### config.mk
export PLATFORM = sky130hd
export DESIGN_NAME = dict_decompressor
export DESIGN_NICKNAME = d
export VERILOG_FILES = /design/src/rtl/dict_pkg.sv /design/src/rtl/byte_merge.sv /design/src/rtl/dict_decompressor.sv
export SDC_FILE = /design/constraint.sdc
export NUM_CORES = 2
export LEC_CHECK = 0
export CELL_PAD_IN_SITES_DETAIL_PLACEMENT = 0
export CELL_PAD_IN_SITES_GLOBAL_PLACEMENT = 1
export CORE_MARGIN = 3
export CORE_UTILIZATION = 45
export DETAILED_ROUTE_END_ITERATION = 6
export PLACE_DENSITY_LB_ADDON = 0.2
export SETUP_SLACK_MARGIN = 0.5
export SLEW_MARGIN = 20
export SYNTH_ARGS = -nofsm -noshare
export SYNTH_HDL_FRONTEND = slang
export SYNTH_SLANG_ARGS = --single-unit
### constraint.sdc
create_clock -name i_clk -period 53.2 [get_ports i_clk]
set_clock_uncertainty 0.2 [all_clocks]
set_input_delay 7.98 -clock i_clk [delete_from_list [all_inputs] [get_ports i_clk]]
set_output_delay 7.98 -clock i_clk [all_outputs]
set_load 0.02 [all_outputs]
### src/rtl/dict_pkg.sv
// Shared dictionary-coding definitions used by both the compressor and the decompressor.
// Holds the match-type encoding, default sizes and the matched-byte-count helper.
package dict_pkg;
  localparam int DICT_ENTRY_DEF = 16;
  localparam int DICT_WORD_DEF  = 32;

  typedef enum logic [1:0] {
    NO_MATCH   = 2'b00,
    MATCH2     = 2'b01,
    MATCH3     = 2'b10,
    MATCH_FULL = 2'b11
  } match_t;

  typedef enum logic {
    ST_RUN   = 1'b0,
    ST_FLUSH = 1'b1
  } dec_state_t;

  // Number of bytes sourced from the dictionary word for a given match type.
  function automatic int match_bytes(match_t t, int nbytes);
    case (t)
      MATCH_FULL: return nbytes;
      MATCH3:     return 3;
      MATCH2:     return 2;
      default:    return 0;
    endcase
  endfunction
endpackage

### src/rtl/byte_merge.sv
// Combinational byte selector: each byte lane takes either the dictionary word or the literal.
// align_i=0 anchors matched bytes at the MSB end, align_i=1 at the LSB end.
module byte_merge import dict_pkg::*; #(
  parameter int DICT_WORD = DICT_WORD_DEF
) (
  input  match_t               type_i,
  input  logic                 align_i,
  input  logic [DICT_WORD-1:0] dict_i,
  input  logic [DICT_WORD-1:0] lit_i,
  output logic [DICT_WORD-1:0] word_o
);
  localparam int NB = DICT_WORD / 8;

  int            nmatch;
  logic [NB-1:0] from_dict;

  assign nmatch = match_bytes(type_i, NB);

  for (genvar b = 0; b < NB; b++) begin : g_byte
    assign from_dict[b]     = align_i ? (b < nmatch) : (b >= NB - nmatch);
    assign word_o[b*8 +: 8] = from_dict[b] ? dict_i[b*8 +: 8] : lit_i[b*8 +: 8];
  end
endmodule

### src/rtl/dict_decompressor.sv
// Dictionary decompressor: merges dictionary bytes with literals, replays unmatched words into
// a circular dictionary, and supports a one-entry-per-cycle flush of the whole dictionary.
module dict_decompressor import dict_pkg::*; #(
  parameter  int DICT_ENTRY = DICT_ENTRY_DEF,
  parameter  int DICT_WORD  = DICT_WORD_DEF,
  localparam int LOC_W      = $clog2(DICT_ENTRY)
) (
  input  logic                 i_clk,
  input  logic                 i_reset,
  input  logic                 i_valid,
  output logic                 o_ready,
  input  logic [1:0]           i_type_matched,
  input  logic                 i_align,
  input  logic [LOC_W-1:0]     i_location,
  input  logic [DICT_WORD-1:0] i_literal,
  input  logic                 i_flush,
  output logic                 o_valid,
  input  logic                 i_ready,
  output logic [DICT_WORD-1:0] o_word
);
  localparam logic [LOC_W-1:0] LAST = LOC_W'(DICT_ENTRY - 1);

  dec_state_t           state_q;
  logic [DICT_WORD-1:0] dict_q [DICT_ENTRY];
  logic [LOC_W-1:0]     wr_ptr_q, wr_ptr_d, fcnt_q;
  logic                 vld_q;
  logic [DICT_WORD-1:0] word_q, word_d, rd_word;
  match_t               mtype;
  logic                 accept, dict_wr;

  assign mtype    = match_t'(i_type_matched);
  assign o_ready  = (state_q == ST_RUN) && (!vld_q || i_ready);
  assign accept   = i_valid && o_ready;
  assign dict_wr  = accept && (mtype != MATCH_FULL);
  assign wr_ptr_d = (wr_ptr_q == LAST) ? '0 : wr_ptr_q + 1'b1;
  assign o_valid  = vld_q;
  assign o_word   = word_q;

  // Locations beyond the last entry fall through the mux and read as zero.
  always_comb begin
    rd_word = '0;
    for (int e = 0; e < DICT_ENTRY; e++)
      if (i_location == LOC_W'(e)) rd_word = dict_q[e];
  end

  byte_merge #(.DICT_WORD(DICT_WORD)) u_merge (
    .type_i  (mtype),
    .align_i (i_align),
    .dict_i  (rd_word),
    .lit_i   (i_literal),
    .word_o  (word_d)
  );

  always_ff @(posedge i_clk or posedge i_reset) begin
    if (i_reset) begin
      state_q  <= ST_RUN;
      vld_q    <= 1'b0;
      word_q   <= '0;
      wr_ptr_q <= '0;
      fcnt_q   <= '0;
      for (int e = 0; e < DICT_ENTRY; e++) dict_q[e] <= '0;
    end else begin
      // Output register drains independently of the FSM state.
      if (accept) begin
        vld_q  <= 1'b1;
        word_q <= word_d;
      end else if (i_ready) begin
        vld_q  <= 1'b0;
      end

      case (state_q)
        ST_RUN: begin
          if (dict_wr) begin
            dict_q[wr_ptr_q] <= word_d;
            wr_ptr_q         <= wr_ptr_d;
          end
          if (i_flush) begin
            state_q <= ST_FLUSH;
            fcnt_q  <= '0;
          end
        end
        ST_FLUSH: begin
          dict_q[fcnt_q] <= '0;
          if (fcnt_q == LAST) begin
            state_q  <= ST_RUN;
            fcnt_q   <= '0;
            wr_ptr_q <= '0;
          end else begin
            fcnt_q <= fcnt_q + 1'b1;
          end
        end
        default: state_q <= ST_RUN;
      endcase
    end
  end
endmodule

==> summary.txt <==
Die
  • Die W: 253 µm
  • I/O pin total: 78
  • Die H: 253 µm
  • Core area: 59700 µm²
  • Die area: 64000 µm²
  • # rows: between 80 and 90
  • Starting density of the core: 0.460

Logic synthesis
  • #FFs+latches synth: 554
  • Most numerous cell in the Yosys netlist: dfrtp_1
  • Synth Area per Inst: between 10 and 15 µm²
  • Synth area leader: dfrtp_1
  • Syn nets: 2755
  • Yosys cell types: 92
  • Cells after Synth: 2703
  • Leading post-synthesis cells by cell area: dfrtp_1 (51%), a22o_1 (6.9%), o21ai_0 (5.4%)
  • Sequential share of the synthesized area: 0.505
  • FFs w/ async S/R, synth: 1.00
  • Yosys warnings: 0
  • Predominant post-synthesis flop cell: dfrtp_1
  • Commonest cells in the netlist: dfrtp_1 (554), nand2_1 (335), o21ai_0 (297)
  • Post-synth top area share: 0.505
  • EDFF count, synth: 0
  • Synthesized area: 27400 µm²

Clock network
  • Root buffer cell: clkbuf_16
  • Hold buffers post-CTS: 0
  • CTS clk-pin slew, worst paths: around 60 ps
  • Post-CTS Setup Inserts: 0
  • CTS tree: built
  • Total CTS buffers: 61
  • CTS H-tree lvls: 2
  • Worst skew pair latency: 640 ps
  • Bufs on Longest Clock Path: 3
  • Sink Count: between 500 and 600
  • CTS-repair resized insts: 0

STA
  • Highest clock rate: 57.0 MHz
  • Final slew viol count: 0
  • RSZ-0062 raised after global routing: no
  • Setup_tns: 0 ps
  • Final setup viols: 0
  • Tcrit/Tclk final: 0.330
  • Hold Slack: 274 ps
  • Worst slew pin tran: 1180 ps
  • Hold Violations, Final: 0
  • Final worst path period need: 17550 ps
  • Worst rel slew slack: 0.210

Cells and area
  • Fillers: 5460
  • Proportion of layout cells with a drive suffix above 1: 0.114
  • Final nets: 2715
  • Area growth from synthesis to layout: 11.3%
  • Final Non-Filler Cells: 3486

Routing
  • DR iter-0 viols: ~2700
  • Via count: about 23000
  • DRT antenna net count: 0
  • Final wirelength: 105 mm
  • Avg WL per Cell: 30.1 µm
  • Vias per cell: 6.70
  • Residual DRC count: 0
  • First-pass DRT Iterations: 6

Worst setup path
  • Flop2flop setup slack: 49510 ps
  • Worst setup EP type: primary output
  • Worst path bufs/invs: 2
  • Critical path arrival: 9370 ps
  • Setup CP Type: primary input to primary output
  • Most common cell on crit path: clkdlybuf4s50_1
  • Register-to-Register Path Depth: 7
  • Levels on crit path: 4
  • Worst Path Max Fanout: 4
  • R2R Path Start: state_q
  • Startpoint types: primary input
  • Delay-heaviest family, CP: buffers and inverters
  • CP startpoint: i_ready
  • Crit path cell chain: clkdlybuf4s50_1 -> nand2b_1 -> and2_1 -> clkdlybuf4s50_1
  • Worst EP required: approximately 45000 ps
  • Crit path max-delay cell type: clkdlybuf4s50_1
  • Reg2reg end: dict_q[162]
  • CP peak stage delay: 610 ps
  • Worst setup path endpoint: o_ready

Global route
  • First-pass GRT wire length: 156 mm
  • All-Layer GR Usage: 0.328
  • Initial antenna violation count: 2
  • Vias in the first global route: between 20000 and 25000
  • Grt ovf: 0
  • Largest net degree at the start of global routing: 169

Place
  • Placed insts: 3373
  • Routability cong.: about 0.94
  • DPL Wire Length: ~66 mm
  • Buffers on Ports: 77

Pwr
  • Leak: 13.5 nW
  • Power Dens Cells: 37.8 nW/µm²
  • VDD IR max: about 0.027 mV

Worst hold path
  • Worst hold path type: register to register

Job
  • Max Cap Viol: 0

Outcome
  • Outcome: completed
[report_power, final]
| group | internal (mW) | total [mW] | switching [mW] |
|---|---|---|---|
| registers | 0.456 | 0.478 | 0.0228 |
| logic | 0.0816 | 0.257 | 0.176 |
| clock network | 0.241 | 0.419 | 0.178 |
[cell families after synthesis]
group,synth area share
AO/OA/AOI/OAI,0.254
XOR/XNOR,0.000319
adder cells (fa/ha/maj),0.00401
buffers and inverters,0.0546
flip-flops,0.505
multiplexers,0.0619
AND/OR/NAND/NOR,0.120
[flip-flops by register name, summed over array words and instances (netlist names)]
register / cells
dict_q: 512
wr_ptr_q: 4
o_valid: 1
o_word: 32
state_q: 1
fcnt_q: 4
[worst reg2reg max path: stages, from the launching register on]
cell     delay [ps]
dfrtp_1         380
inv_1           200
nand4_1         550
nor2_2         1010
nor2_2          460
buf_4           400
a21o_1          210
a22o_1          180
[layer usage]
layer  vias to the layer above  global-route usage  part of all wire
li1                       9893                   -                 -
met1                     11915               0.434              0.40
met4                         2               0.167             0.056
met3                       293              0.0690             0.092
met2                      1237               0.511              0.46
met5                         -             0.00602           0.00011
[worst min-delay path by stage]
stage	depth (start not counted)	endpoint	from	slack [ps]
after detailed placement	2	dict_q[310]	dict_q[310]	260
after global placement	2	dict_q[244]	dict_q[244]	250
after global routing	2	dict_q[468]	dict_q[468]	300
after floorplan	2	dict_q[244]	dict_q[244]	240
after CTS	2	dict_q[180]	dict_q[180]	280
final	2	dict_q[180]	dict_q[180]	270
[cell type report]
class / count / area, µm² / area share
clock inverters: 14 / 105 / 0.00344
inverters: 33 / 131 / 0.00430
flip-flops and latches: 554 / 13900 / 0.454
multi-input cells: 1863 / 12300 / 0.402
repair buffers: 150 / 1330 / 0.0435
diodes: 4 / 10.0 / 0.000328
clock buffers: 95 / 1850 / 0.0605
well taps: 773 / 967 / 0.0317
[cell usage in the layout, fill, tap and decap left out, types with 15 or more instances in the layout]
cell | Yosys | final
a21o_1 | 55 | 55
a21oi_1 | 71 | 69
a22o_1 | 215 | 215
a31oi_1 | 28 | 22
and3_1 | 20 | 20
buf_4 | 19 | 72
clkbuf_1 | 147 | 17
clkbuf_16 | 0 | 63
clkbuf_8 | 0 | 15
clkdlybuf4s50_1 | 0 | 73
dfrtp_1 | 554 | 554
inv_1 | 30 | 29
mux2_2 | 39 | 39
mux2i_1 | 75 | 75
mux4_2 | 21 | 21
nand2_1 | 335 | 334
nand2b_1 | 26 | 26
nand3_1 | 62 | 61
nor2_1 | 124 | 112
nor2b_1 | 25 | 24
nor3_1 | 25 | 21
o211ai_1 | 23 | 23
o21ai_0 | 297 | 297
o21ai_1 | 70 | 69
o221ai_1 | 26 | 26
o22ai_1 | 40 | 40
[through the flow]
step	power (mW)	worst slack (ps)	cell area (µm²)	utilization
6_report	1.16	35650	30500	0.512
5_1_grt	1.20	35610	30500	0.512
4_1_cts	1.16	35640	30500	0.511
3_5_place_dp	0.740	35640	28600	0.478
3_3_place_gp	0.734	35630	28500	0.478
2_1_floorplan	0.631	29530	27400	-
No activity file was read; power rests on OpenSTA's default activity.
